File: src/rtl/fpu_issue_if.sv
// fpu_issue_if: command, response and FPU-side signals of the FPU issue controller
//   slave  : the controller (takes cmd_*, rsp_ready, fpu_result/fpu_ready; drives the rest)
//   master : the environment (command source, response sink and FPU)
interface fpu_issue_if #(
  parameter int WIDTH = 32
);
  logic             cmd_valid;
  logic             cmd_ready;
  logic [1:0]       cmd_op;
  logic [WIDTH-1:0] cmd_a;
  logic [WIDTH-1:0] cmd_b;
  logic             rsp_valid;
  logic             rsp_ready;
  logic [WIDTH-1:0] rsp_data;
  logic             rsp_error;
  logic [WIDTH-1:0] fpu_operand_1;
  logic [WIDTH-1:0] fpu_operand_2;
  logic [1:0]       fpu_operation;
  logic [WIDTH-1:0] fpu_result;
  logic             fpu_ready;
  modport master (
    output cmd_valid, cmd_op, cmd_a, cmd_b, rsp_ready, fpu_result, fpu_ready,
    input  cmd_ready, rsp_valid, rsp_data, rsp_error, fpu_operand_1, fpu_operand_2, fpu_operation
  );
  modport slave (
    input  cmd_valid, cmd_op, cmd_a, cmd_b, rsp_ready, fpu_result, fpu_ready,
    output cmd_ready, rsp_valid, rsp_data, rsp_error, fpu_operand_1, fpu_operand_2, fpu_operation
  );
endinterface

File: src/rtl/fpu_issue_controller.sv
// fpu_issue_controller: issues one command at a time to an external FPU and returns its result
//   clk   : rising-edge clock
//   reset : asynchronous, active-low
//   bus   : fpu_issue_if.slave -- cmd_* command handshake, rsp_* response handshake, fpu_* FPU side
//   FPU_ISSUE_TIMEOUT_EN : when defined, WAIT gives up after TIMEOUT_CYCLES and responds
//                          with rsp_error=1, rsp_data=0; otherwise rsp_error is tied low
module fpu_issue_controller #(
  parameter int WIDTH          = 32,
  parameter int FBITS          = 10,
  parameter int TIMEOUT_CYCLES = 64
) (
  input logic        clk,
  input logic        reset,
  fpu_issue_if.slave bus
);
  typedef enum logic [1:0] {IDLE, ISSUE, WAIT, RESPOND} state_t;
  state_t           state;
  logic             cmd_rdy;
  logic             rsp_vld;
  logic [1:0]       opc;
  logic [WIDTH-1:0] op1;
  logic [WIDTH-1:0] op2;
  logic [WIDTH-1:0] data;
  logic             tmo;
  logic             fin;
  logic             unused_cfg;
  assign unused_cfg = (FBITS > 0) && (TIMEOUT_CYCLES > 0);
`ifdef FPU_ISSUE_TIMEOUT_EN
  localparam int CW = $clog2(TIMEOUT_CYCLES + 1);
  logic [CW-1:0] cnt;
  logic          err;
  assign tmo = state == WAIT && !bus.fpu_ready && cnt == CW'(TIMEOUT_CYCLES - 1);
  assign bus.rsp_error = err;
`else
  assign tmo = 1'b0;
  assign bus.rsp_error = 1'b0;
`endif
  // ADD/SUB finish at the end of ISSUE; MUL/SQRT only on fpu_ready (or timeout) in WAIT
  assign fin = (state == ISSUE && !opc[1]) || (state == WAIT && (bus.fpu_ready || tmo));
  always_ff @(posedge clk or negedge reset)
    if (!reset) begin
      state   <= IDLE;
      cmd_rdy <= 1'b1;
      rsp_vld <= 1'b0;
      data    <= '0;
      opc     <= '0;
      op1     <= '0;
      op2     <= '0;
`ifdef FPU_ISSUE_TIMEOUT_EN
      cnt     <= '0;
      err     <= 1'b0;
`endif
    end else begin
`ifdef FPU_ISSUE_TIMEOUT_EN
      cnt <= state == WAIT && !fin ? cnt + 1'b1 : '0;
      if (fin) err <= tmo;
`endif
      case (state)
        IDLE:
          if (bus.cmd_valid) begin
            state   <= ISSUE;
            cmd_rdy <= 1'b0;
            opc     <= bus.cmd_op;
            op1     <= bus.cmd_a;
            op2     <= bus.cmd_op == 2'b11 ? '0 : bus.cmd_b;
          end
        ISSUE, WAIT:
          if (fin) begin
            state   <= RESPOND;
            rsp_vld <= 1'b1;
            data    <= tmo ? '0 : bus.fpu_result;
            opc     <= '0;
            op1     <= '0;
            op2     <= '0;
          end else
            state <= WAIT;
        RESPOND:
          if (bus.rsp_ready) begin
            state   <= IDLE;
            rsp_vld <= 1'b0;
            cmd_rdy <= 1'b1;
          end
      endcase
    end
  assign bus.cmd_ready     = cmd_rdy;
  assign bus.rsp_valid     = rsp_vld;
  assign bus.rsp_data      = data;
  assign bus.fpu_operation = opc;
  assign bus.fpu_operand_1 = op1;
  assign bus.fpu_operand_2 = op2;
endmodule

File: src/flat_wrapper.sv
// flat-port wrapper written by rule: the top's interface ports become plain ports
module fpu_issue_controller_flat 
#(
  parameter int WIDTH          = 32,
  parameter int FBITS          = 10,
  parameter int TIMEOUT_CYCLES = 64
)
  (clk, reset, bus_cmd_valid, bus_cmd_op, bus_cmd_a, bus_cmd_b, bus_rsp_ready, bus_fpu_result, bus_fpu_ready, bus_cmd_ready, bus_rsp_valid, bus_rsp_data, bus_rsp_error, bus_fpu_operand_1, bus_fpu_operand_2, bus_fpu_operation);
  fpu_issue_if #(.WIDTH(WIDTH)) bus_i ();
  input logic clk;
  input logic reset;
  input wire logic [$bits(bus_i.cmd_valid)-1:0] bus_cmd_valid;
  input wire logic [$bits(bus_i.cmd_op)-1:0] bus_cmd_op;
  input wire logic [$bits(bus_i.cmd_a)-1:0] bus_cmd_a;
  input wire logic [$bits(bus_i.cmd_b)-1:0] bus_cmd_b;
  input wire logic [$bits(bus_i.rsp_ready)-1:0] bus_rsp_ready;
  input wire logic [$bits(bus_i.fpu_result)-1:0] bus_fpu_result;
  input wire logic [$bits(bus_i.fpu_ready)-1:0] bus_fpu_ready;
  output wire logic [$bits(bus_i.cmd_ready)-1:0] bus_cmd_ready;
  output wire logic [$bits(bus_i.rsp_valid)-1:0] bus_rsp_valid;
  output wire logic [$bits(bus_i.rsp_data)-1:0] bus_rsp_data;
  output wire logic [$bits(bus_i.rsp_error)-1:0] bus_rsp_error;
  output wire logic [$bits(bus_i.fpu_operand_1)-1:0] bus_fpu_operand_1;
  output wire logic [$bits(bus_i.fpu_operand_2)-1:0] bus_fpu_operand_2;
  output wire logic [$bits(bus_i.fpu_operation)-1:0] bus_fpu_operation;
  assign bus_i.cmd_valid = bus_cmd_valid;
  assign bus_i.cmd_op = bus_cmd_op;
  assign bus_i.cmd_a = bus_cmd_a;
  assign bus_i.cmd_b = bus_cmd_b;
  assign bus_i.rsp_ready = bus_rsp_ready;
  assign bus_i.fpu_result = bus_fpu_result;
  assign bus_i.fpu_ready = bus_fpu_ready;
  assign bus_cmd_ready = bus_i.cmd_ready;
  assign bus_rsp_valid = bus_i.rsp_valid;
  assign bus_rsp_data = bus_i.rsp_data;
  assign bus_rsp_error = bus_i.rsp_error;
  assign bus_fpu_operand_1 = bus_i.fpu_operand_1;
  assign bus_fpu_operand_2 = bus_i.fpu_operand_2;
  assign bus_fpu_operation = bus_i.fpu_operation;
  fpu_issue_controller #(.WIDTH(WIDTH), .FBITS(FBITS), .TIMEOUT_CYCLES(TIMEOUT_CYCLES)) u_core (.clk(clk), .reset(reset), .bus(bus_i));
endmodule
File: config.mk
export PLATFORM = sky130hd
export DESIGN_NAME = fpu_issue_controller_flat
export DESIGN_NICKNAME = d
export VERILOG_FILES = /design/src/rtl/fpu_issue_if.sv /design/src/rtl/fpu_issue_controller.sv /design/src/flat_wrapper.sv
export SDC_FILE = /design/constraint.sdc
export NUM_CORES = 1
export LEC_CHECK = 0
export ABC_CLOCK_PERIOD_IN_PS = 1980
export CORE_MARGIN = 4
export CORE_UTILIZATION = 35
export DETAILED_ROUTE_END_ITERATION = 10
export PLACE_DENSITY_LB_ADDON = 0.08
export REMOVE_ABC_BUFFERS = 1
export SLEW_MARGIN = 25
export SYNTH_ARGS = -nofsm -noshare
export SYNTH_HDL_FRONTEND = slang
export SYNTH_SLANG_ARGS = --single-unit
File: constraint.sdc
create_clock -name clk -period 1.98 [get_ports clk]
set_clock_uncertainty 0.15 [all_clocks]
set_input_delay 0.396 -clock clk [delete_from_list [all_inputs] [get_ports clk]]
set_output_delay 0.396 -clock clk [all_outputs]
set_load 0.01 [all_outputs]
==> results of run 1 <==
-- where the power goes --
group	switching, mW	internal [mW]	total, mW
clock	0.689	0.589	1.28
sequential	0.430	2.92	3.35
combinational	2.38	3.30	5.68
total	3.50	6.81	10.3
-- repair_timing --
| item | in CTS | in global routing |
|---|---|---|
| hold endpoints to repair | 48 | 0 |
| hold buffers | 1 | 0 |
| gates resized for setup | 2 | 7 |
| setup buffers | 0 | 3 |
| endpoints found under the setup margin | 48 | 98 |
| cloned | 0 | 5 |
| pin swaps | 1 | 2 |
-- final timing paths --
path / end
min in group clk: u_core.bus.rsp_data[8]$_DFFE_PN0P_
max reg2reg: u_core.bus.rsp_data[29]$_DFFE_PN0P_
min: u_core.bus.rsp_data[22]$_DFFE_PN0P_
min reg2reg: u_core.bus.rsp_data[8]$_DFFE_PN0P_
max: u_core.bus.rsp_data[29]$_DFFE_PN0P_
max in group asynchronous: u_core.bus.cmd_ready$_DFFE_PN1P_
-- final cells by class --
type,count,area share [%]
timing repair buffer,220,36.0
sequential,102,39.5
inverter,3,0.174
tap,140,2.71
clock inverter,5,0.929
multi-input combinational,127,18.6
clock buffer,11,2.03
-- per-layer routing --
metal	share of wire, %	vias to the layer above	wire [µm]
met2	46	136	5030
met5	0	-	0
met3	10	12	1140
met1	43	1450	4770
met4	1.1	0	116
li1	-	1347	-
-- worst max-delay path, cell delays in order (launching register included) --
cell	delay, ns
dfrtp_1	0.41
buf_4	0.14
ha_1	0.18
nor2b_4	0.15
o21ai_4	0.14
buf_12	0.14
clkbuf_16	0.15
mux2_1	0.33
-- flip-flops by register name, summed over array words and instances (netlist names) --
register,count
u_core.bus.cmd_ready,1
u_core.bus.fpu_operand_1,32
u_core.bus.fpu_operand_2,32
u_core.bus.fpu_operation,2
u_core.bus.rsp_data,32
u_core.bus.rsp_valid,1
u_core.state,2
-- cells by family (layout without fill, tap and decap cells) --
group,Yosys count,after routing
simple gates,10,10
other cells,1,1
fa+ha+maj,4,4
flops,102,102
mux,34,34
buf+inv,21,239
compound gates,78,78
-- stage by stage --
stage	hold slack (ns)	setup TNS, ns
2_1_floorplan	-0.0496	-61.15
3_3_place_gp	0.0434	-0.664
3_5_place_dp	0.0455	-1.59
4_1_cts	0.194	0
5_1_grt	0.198	0
6_report	0.215	0
-- layout by cell type (no fill, tap or decap), types with 2 or more instances in the layout --
cell             instances
nand2_1                  3
o21ai_0                  2
clkbuf_16                4
nor2b_1                  3
a22o_1                  66
ha_1                     3
clkdlybuf4s50_1        200
buf_4                    6
inv_1                    2
clkbuf_8                 9
clkinv_4                 2
mux2_1                  33
buf_12                   6
dfrtp_1                100
clkbuf_1                 2
o31ai_1                  2
a21oi_1                  2
==> impl_metrics.yaml, run 1 <==
placement:
  place_congestion: 0.761
  port_buffers: 202
  dpl_cell_area_um2: 6070
  hpwl_mm: 7.47
  pre_cts_ws_ns: -0.0595
  dp.cells: 583
clocking:
  cts_buffers: 9
  cts_buffer_depth: 2
  cts-root-buf: "clkbuf_8"
  h-tree-depth: 3
  clk_pin_slew_ns: 0.10
  cts_tree: "done"
  cts_sinks: 102
  clk_latency_ns: 0.35
min_path:
  min-delay-path-class: "in2async"
layout:
  drive_above_1_share_pct: 8.76
  diodes: 0
  multi_input_area_um2: 1200
  n_fill_cell: 890
  regArea_um2: 2550
  fin_nets: 570
  layoutNonFillerInstCount: 608
  utilization_pct: 59.6
  syn_to_final_growth_pct: 66.7
  final_area_um2: 6460
logic_synthesis:
  synth_most_common_cell: "dfrtp_1"
  yosys-top-cells-area: "dfrtp_1 65%, a22o_1 15%, mux2_1 9.6%"
  yosysUniqueCellTypes: 28
  synth_top_area_share_pct: 65.2
  yosys.area_share.simple_pct: 1.52
  synth.avg_cell_area_um2: 15.5
  synth_xor_area_share_pct: 0
  synthCells: 250
  netlist_area_um2: 3880
  synth_ff_type: "dfrtp_1"
  synth_top_area_cell: "dfrtp_1"
  synthTopCellsByCount: "101 x dfrtp_1, 66 x a22o_1, 33 x mux2_1"
  yosysSeqAreaShare_pct: 65.9
  ys_async_sr_fraction_pct: 100
  synth_top_family_by_area: "compound AO/OA/AOI/OAI gates"
  yosys_warnings: 0
  synthMuxAreaShare_pct: 9.84
  synth_compound_area_share_pct: 17.6
  synth_fa_ha_area_share_pct: 1.29
  synth_edf_count: 0
  yosys_register_bits: 102
setup_path:
  path_max_fanout: 8
  cp-end-kind: "flop"
  r2r_cells: 7
  r2r_start: "u_core.state[0]$_DFFE_PN0P_"
  reg2reg_slack_ns: 0.06
  worstSetupPathType: "reg2reg"
  setup.worst_path.start: "u_core.state[0]$_DFFE_PN0P_"
  crit_required_ns: 2.06
  arrival_ns: 2.00
  worst_setup_path_start_kind: "flop"
global_route:
  grt_max_degree: 101
  antenna_found_initial: 0
  grt_pass1_wl_mm: 16.7
  grt_usage_pct: 16.3
  met1_usage_pct: 20.4
  grt.busiest_layer: "met2"
  grt_use_met3_pct: 8.34
  grt_pass1_vias: 3204
  grt.overflow.total: 0
  use_met2_pct: 25.4
power:
  finalPower_mw: 10.3
  p_per_area_nw_per_um2: 1590
  p_leak_nw: 2.82
  ir_worst_vdd_mv: 0.737
drt:
  drtPass1Iterations: 4
  wirelength_mm: 11.0
  antenna_left: 0
  num_vias: 2945
  drt-wirelength-per-cell_um: 18.2
  viasPerCell: 4.84
  drt-initial-drc-count: 71
  drc: 0
die:
  start_util_pct: 35.8
  rows: 38
  io_pins: 204
  die_h_um: 113
  core_area_um2: 10800
  die_x_um: 113
  dieArea_um2: 12800
sta:
  fmax_ghz: 0.520
  setup_ws_ns: 0.0581
  rsz0062_at_grt: "no"
  relSlewSlack_pct: 64.7
  tightest_slew_ns: 0.529
  fin_crit_sh_pct: 97.1
  finalSetupViolCount: 0
  hold_viol: 0
  drv_slew: 0
  period_minus_slack_ns: 1.92
outcome:
  outcome: "completed"
flow_run:
  drv_cap: 0
Power figures use the tool's default switching activity.
==> run 2: changes to the inputs <==
Settings changed: ABC_CLOCK_PERIOD_IN_PS 1980 to 1800, CORE_UTILIZATION 35 to 39.
Clock period 1.98 ns to 1.8 ns, I/O delays scaled along.
==> impl_metrics.yaml, run 2 (synthesis gave the netlist of run 1 again) <==
clocking:
  cts_tree: "done"
  clk_latency_ns: 0.35
  h-tree-depth: 3
  cts_buffers: 9
  cts_sinks: 102
  clk_pin_slew_ns: 0.10
  cts_buffer_depth: 2
  cts-root-buf: "clkbuf_8"
setup_path:
  crit_chain: "buf_6, ha_4, nor2b_4, o21ai_4, buf_6, buf_16, mux2_4"
  cp-end-kind: "flop"
  worst-path-buf-inv: 3
  slowest_stage: "dfrtp_1"
  cpMostUsedCell: "buf_6"
  worst_setup_path_start_kind: "flop"
  path_max_fanout: 8
  crit_required_ns: 1.90
  worstSetupPathType: "reg2reg"
  arrival_ns: 2.00
  crit_family: "buffers and inverters"
  cpPeakStageDelay_ns: 0.41
die:
  core_area_um2: 9730
  start_util_pct: 39.9
  die_x_um: 108
  die_h_um: 108
  dieArea_um2: 11600
  io_pins: 204
  rows: 36
sta:
  hold_viol: 0
  tightest_slew_ns: 0.540
  drv_slew: 0
  tns_ns: -5.77
  finalSetupViolCount: 95
  fin_crit_sh_pct: 106
  period_minus_slack_ns: 1.90
  fmax_ghz: 0.526
  relSlewSlack_pct: 64.0
  setup_ws_ns: -0.100
  rsz0062_at_grt: "yes"
global_route:
  grt_pass1_vias: 3244
  grt_pass1_wl_mm: 17.2
  grt_max_degree: 103
  grt_usage_pct: 19.2
  grt.overflow.total: 0
  antenna_found_initial: 0
layout:
  fin_nets: 584
  drive_above_1_share_pct: 19.1
  layout_common_cells: "106 x clkdlybuf4s50_1, 101 x dfrtp_1, 66 x a22o_1, 49 x dlygate4sd2_1, 46 x dlymetal6s2s_1"
  layoutNonFillerInstCount: 614
  diodes: 0
  syn_to_final_growth_pct: 76.1
  utilization_pct: 70.2
  final_common_cell: "clkdlybuf4s50_1"
placement:
  dp.cells: 585
  hpwl_mm: 7.43
  port_buffers: 202
  place_congestion: 0.785
power:
  p_per_area_nw_per_um2: 1820
  p_leak_nw: 3.89
  ir_worst_vdd_mv: 0.970
drt:
  num_vias: 3020
  viasPerCell: 4.92
  drc: 0
  antenna_left: 0
  drtPass1Iterations: 4
  drt-initial-drc-count: 106
  wirelength_mm: 11.7
  drt-wirelength-per-cell_um: 19.0
outcome:
  violations: "negative setup slack"
  outcome: "complete, but fails checks"
min_path:
  min-delay-path-class: "reg2reg"
flow_run:
  drv_cap: 0
run 2: changes by cell type in the layout (fill, tap and decap cells not counted), sizes merged:
cell           change
buf               +16
bufinv             +2
clkdlybuf4s50     -94
inv                +1
clkinv             -3
dlygate4sd2       +48
clkbuf             -3
dlymetal6s2s      +46
run 2: final cells by class:
class / instances / area, µm²
clock inverter: 5 / 106
tap: 133 / 166
fill: 715 / 2900
inverter: 3 / 11.3
multi-input combinational: 127 / 1340
sequential: 102 / 2550
timing repair buffer: 234 / 2520
clock buffer: 10 / 128
run 2: worst paths after layout:
| kind | endpoint | start | slack (ns) | cells after the start |
|---|---|---|---|---|
| max | u_core.bus.rsp_data[11]$_DFFE_PN0P_ | u_core.state[0]$_DFFE_PN0P_ | -0.10 | 7 |
| min | u_core.bus.fpu_operand_1[7]$_DFFE_PN0P_ | u_core.bus.fpu_operand_1[7]$_DFFE_PN0P_ | 0.35 | 1 |
| max reg2reg | u_core.bus.rsp_data[11]$_DFFE_PN0P_ | u_core.state[0]$_DFFE_PN0P_ | -0.10 | 7 |
| min reg2reg | u_core.bus.fpu_operand_1[7]$_DFFE_PN0P_ | u_core.bus.fpu_operand_1[7]$_DFFE_PN0P_ | 0.35 | 1 |
| max in group asynchronous | u_core.bus.cmd_ready$_DFFE_PN1P_ | reset | 0.63 | 3 |
| min in group asynchronous | u_core.bus.rsp_data[3]$_DFFE_PN0P_ | reset | 0.43 | 3 |
run 2: worst reg2reg max path, cell delays in order (launching register included):
cell and delay (ns):
dfrtp_1 0.41, buf_6 0.13, ha_4 0.14, nor2b_4 0.13, o21ai_4 0.22, buf_6 0.17
buf_16 0.14, mux2_4 0.31
run 2: what timing repair did:
action                     in CTS  in global routing
hold endpoints to repair      101                  0
buffers inserted               10                  0
hold buffers                    1                  0
gates cloned                    4                  1
pin swaps                      25                  1
gates resized for setup        96                 58
setup endpoints to repair     147                143
run 2: routing by layer:
| metal | global-route usage (%) | up-vias | part of all wire, % |
|---|---|---|---|
| met2 | 29.7 | 140 | 46 |
| met5 | 0 | - | 0 |
| met3 | 7.14 | 12 | 9.2 |
| met1 | 24.8 | 1487 | 43 |
| met4 | 7.12 | 0 | 1.4 |
| li1 | - | 1381 | - |
run 2: where the power goes:
group	internal [mW]	switching, mW
sequential	3.21	0.478
combinational	4.17	2.88
clock	0.922	0.771
total	8.30	4.13
run 2: per-stage QoR:
step | setup WS, ns | power, mW | area [µm²] | hold slack, ns
floorplan | -0.925 | 6.08 | 3740 | -0.0856
detailed placement | -0.212 | 9.33 | 6140 | 0.319
global placement | -0.161 | 9.20 | 6140 | 0.316
CTS | -0.0876 | 12.4 | 6690 | 0.351
global route | -0.148 | 13.1 | 6830 | 0.368
finish | -0.100 | 12.4 | 6830 | 0.347
==> run 3: changes to the inputs <==
--- a/config.mk
+++ b/config.mk
@@ -7,4 +7,6 @@
 export LEC_CHECK = 0
 export ABC_CLOCK_PERIOD_IN_PS = 1800
+export CAP_MARGIN = 5
+export CORE_ASPECT_RATIO = 1.4
 export CORE_MARGIN = 4
 export CORE_UTILIZATION = 39
==> constraint.sdc (replaced) <==
create_clock -name clk -period 1.8 [get_ports clk]
set_clock_uncertainty 0.15 [all_clocks]
set_input_delay 0.18 -clock clk [delete_from_list [all_inputs] [get_ports clk]]
set_output_delay 0.18 -clock clk [all_outputs]
set_load 0.01 [all_outputs]
==> impl_metrics.yaml, run 3 (synthesis gave the netlist of run 1 again) <==
sta:
  finalSetupViolCount: 98
  fin_crit_sh_pct: 105
  holdWs_ns: 0.199
  tns_ns: -5.18
  rsz0062_at_grt: "yes"
  period_minus_slack_ns: 1.89
  drv_slew: 0
  setup_ws_ns: -0.0873
  fmax_ghz: 0.530
  hold_viol: 0
setup_path:
  r2r_end: "u_core.bus.fpu_operand_2[23]$_DFFE_PN0P_"
  crit_end: "u_core.bus.fpu_operand_2[23]$_DFFE_PN0P_"
  r2r_cells: 8
  setup.worst_path.start: "u_core.state[0]$_DFFE_PN0P_"
  worstSetupPathType: "reg2reg"
  crit_family: "buffers and inverters"
  r2r_start: "u_core.state[0]$_DFFE_PN0P_"
  reg2reg_slack_ns: -0.09
  arrival_ns: 2.02
  slowest_stage: "dfrtp_1"
  path_depth: 8
  path_max_fanout: 8
  worst-path-buf-inv: 4
  cpPeakStageDelay_ns: 0.38
  crit_required_ns: 1.93
  worst_setup_path_start_kind: "flop"
  crit_chain: "inv_2, ha_4, and2_4, buf_6, o31ai_4, buf_12, clkbuf_16, a22o_1"
  cp-end-kind: "flop"
drt:
  viasPerCell: 4.99
  wirelength_mm: 12.3
  drtPass1Iterations: 4
  num_vias: 3076
  drt-wirelength-per-cell_um: 20.0
  drt-initial-drc-count: 68
  antenna_left: 0
  drc: 0
global_route:
  grt_max_degree: 41
  antenna_found_initial: 0
  grt.overflow.total: 0
  grt_pass1_wl_mm: 18.4
  grt_usage_pct: 20.4
  grt_pass1_vias: 3482
die:
  io_pins: 204
  start_util_pct: 40.5
  dieArea_um2: 11600
  die_h_um: 126
  core_area_um2: 9560
  rows: 42
  die_x_um: 92.3
layout:
  final_common_cell: "clkdlybuf4s50_1"
  layout_common_cells: "201 x clkdlybuf4s50_1, 101 x dfrtp_1, 66 x a22o_1, 33 x mux2_4, 14 x clkbuf_16"
  syn_to_final_growth_pct: 79.4
  drive_above_1_share_pct: 19.6
  diodes: 0
  fin_nets: 586
  utilization_pct: 72.7
outcome:
  violations: "negative setup slack"
  outcome: "complete, but fails checks"
placement:
  hpwl_mm: 8.00
  place_congestion: 0.779
  pre_cts_ws_ns: -0.188
  port_buffers: 202
clocking:
  cts_buffer_depth: 2
  clk_latency_ns: 0.34
  clk_pin_slew_ns: 0.07
  cts_buffers: 9
  h-tree-depth: 3
  cts-root-buf: "clkbuf_16"
  cts_sinks: 102
  cts_tree: "done"
flow_run:
  drv_cap: 0
power:
  ir_worst_vdd_mv: 1.09
  p_per_area_nw_per_um2: 1990
  finalPower_mw: 13.8
  p_leak_nw: 3.16
min_path:
  min-delay-path-class: "in2async"
==> run 3: final cells by class <==
| type | instances | area [µm²] |
|---|---|---|
| Timing Repair Buffer | 236 | 2540 |
| Sequential cell | 102 | 2550 |
| Multi-Input combinational cell | 127 | 1350 |
| Tap cell | 132 | 165 |
| Inverter | 3 | 11.3 |
| Fill cell | 685 | 2610 |
| Clock inverter | 5 | 81.3 |
| Clock buffer | 11 | 253 |
==> run 3: what timing repair did <==
| action | in CTS | in global routing |
|---|---|---|
| buffers inserted | 8 | 1 |
| hold endpoints to repair | 34 | 0 |
| hold buffers | 1 | 0 |
| cloned | 4 | 6 |
| setup endpoints to repair | 98 | 98 |
| pin swaps | 33 | 11 |
| gates resized for setup | 41 | 20 |
==> run 3: worst min path at each step <==
stage	start	to	slack (ns)	cells after the start
after floorplan	reset	u_core.bus.fpu_operand_1[0]$_DFFE_PN0P_	-0.27	0
after global placement	reset	u_core.bus.rsp_data[25]$_DFFE_PN0P_	0.02	1
after detailed placement	reset	u_core.bus.rsp_data[26]$_DFFE_PN0P_	0.03	1
after CTS	reset	u_core.bus.rsp_data[26]$_DFFE_PN0P_	0.22	2
after global routing	reset	u_core.bus.rsp_data[26]$_DFFE_PN0P_	0.23	2
final	reset	u_core.bus.rsp_data[25]$_DFFE_PN0P_	0.20	2
==> run 3: worst register-to-register path, delay by kind of cell, from the launching register on <==
family / cells / cell delay (ns)
and+or+nand+nor: 1 / 0.15
AOI/OAI and AO/OA: 2 / 0.42
DFF: 1 / 0.38
buffers and inverters: 4 / 0.57
adders and majority gates: 1 / 0.15
==> run 3: where the power goes <==
part	switching, mW	internal, mW
Combinational	3.02	4.92
Sequential	0.526	3.22
Clock	0.841	1.29
Total	4.39	9.43
==> run 3: through the flow <==
step	cell area, µm²	cells
final	6960	616
after global routing	6960	616
after CTS	6760	610
after detailed placement	6090	581
after global placement	6090	581
after floorplan	3740	232
==> run 3: routing by layer <==
layer | wire, µm | part of all wire (%) | GRT usage (%)
met4 | 274 | 2.2 | 9.01
met2 | 6490 | 53 | 35.5
met3 | 824 | 6.7 | 5.79
met1 | 4740 | 38 | 23.3
met5 | 0 | 0 | 0
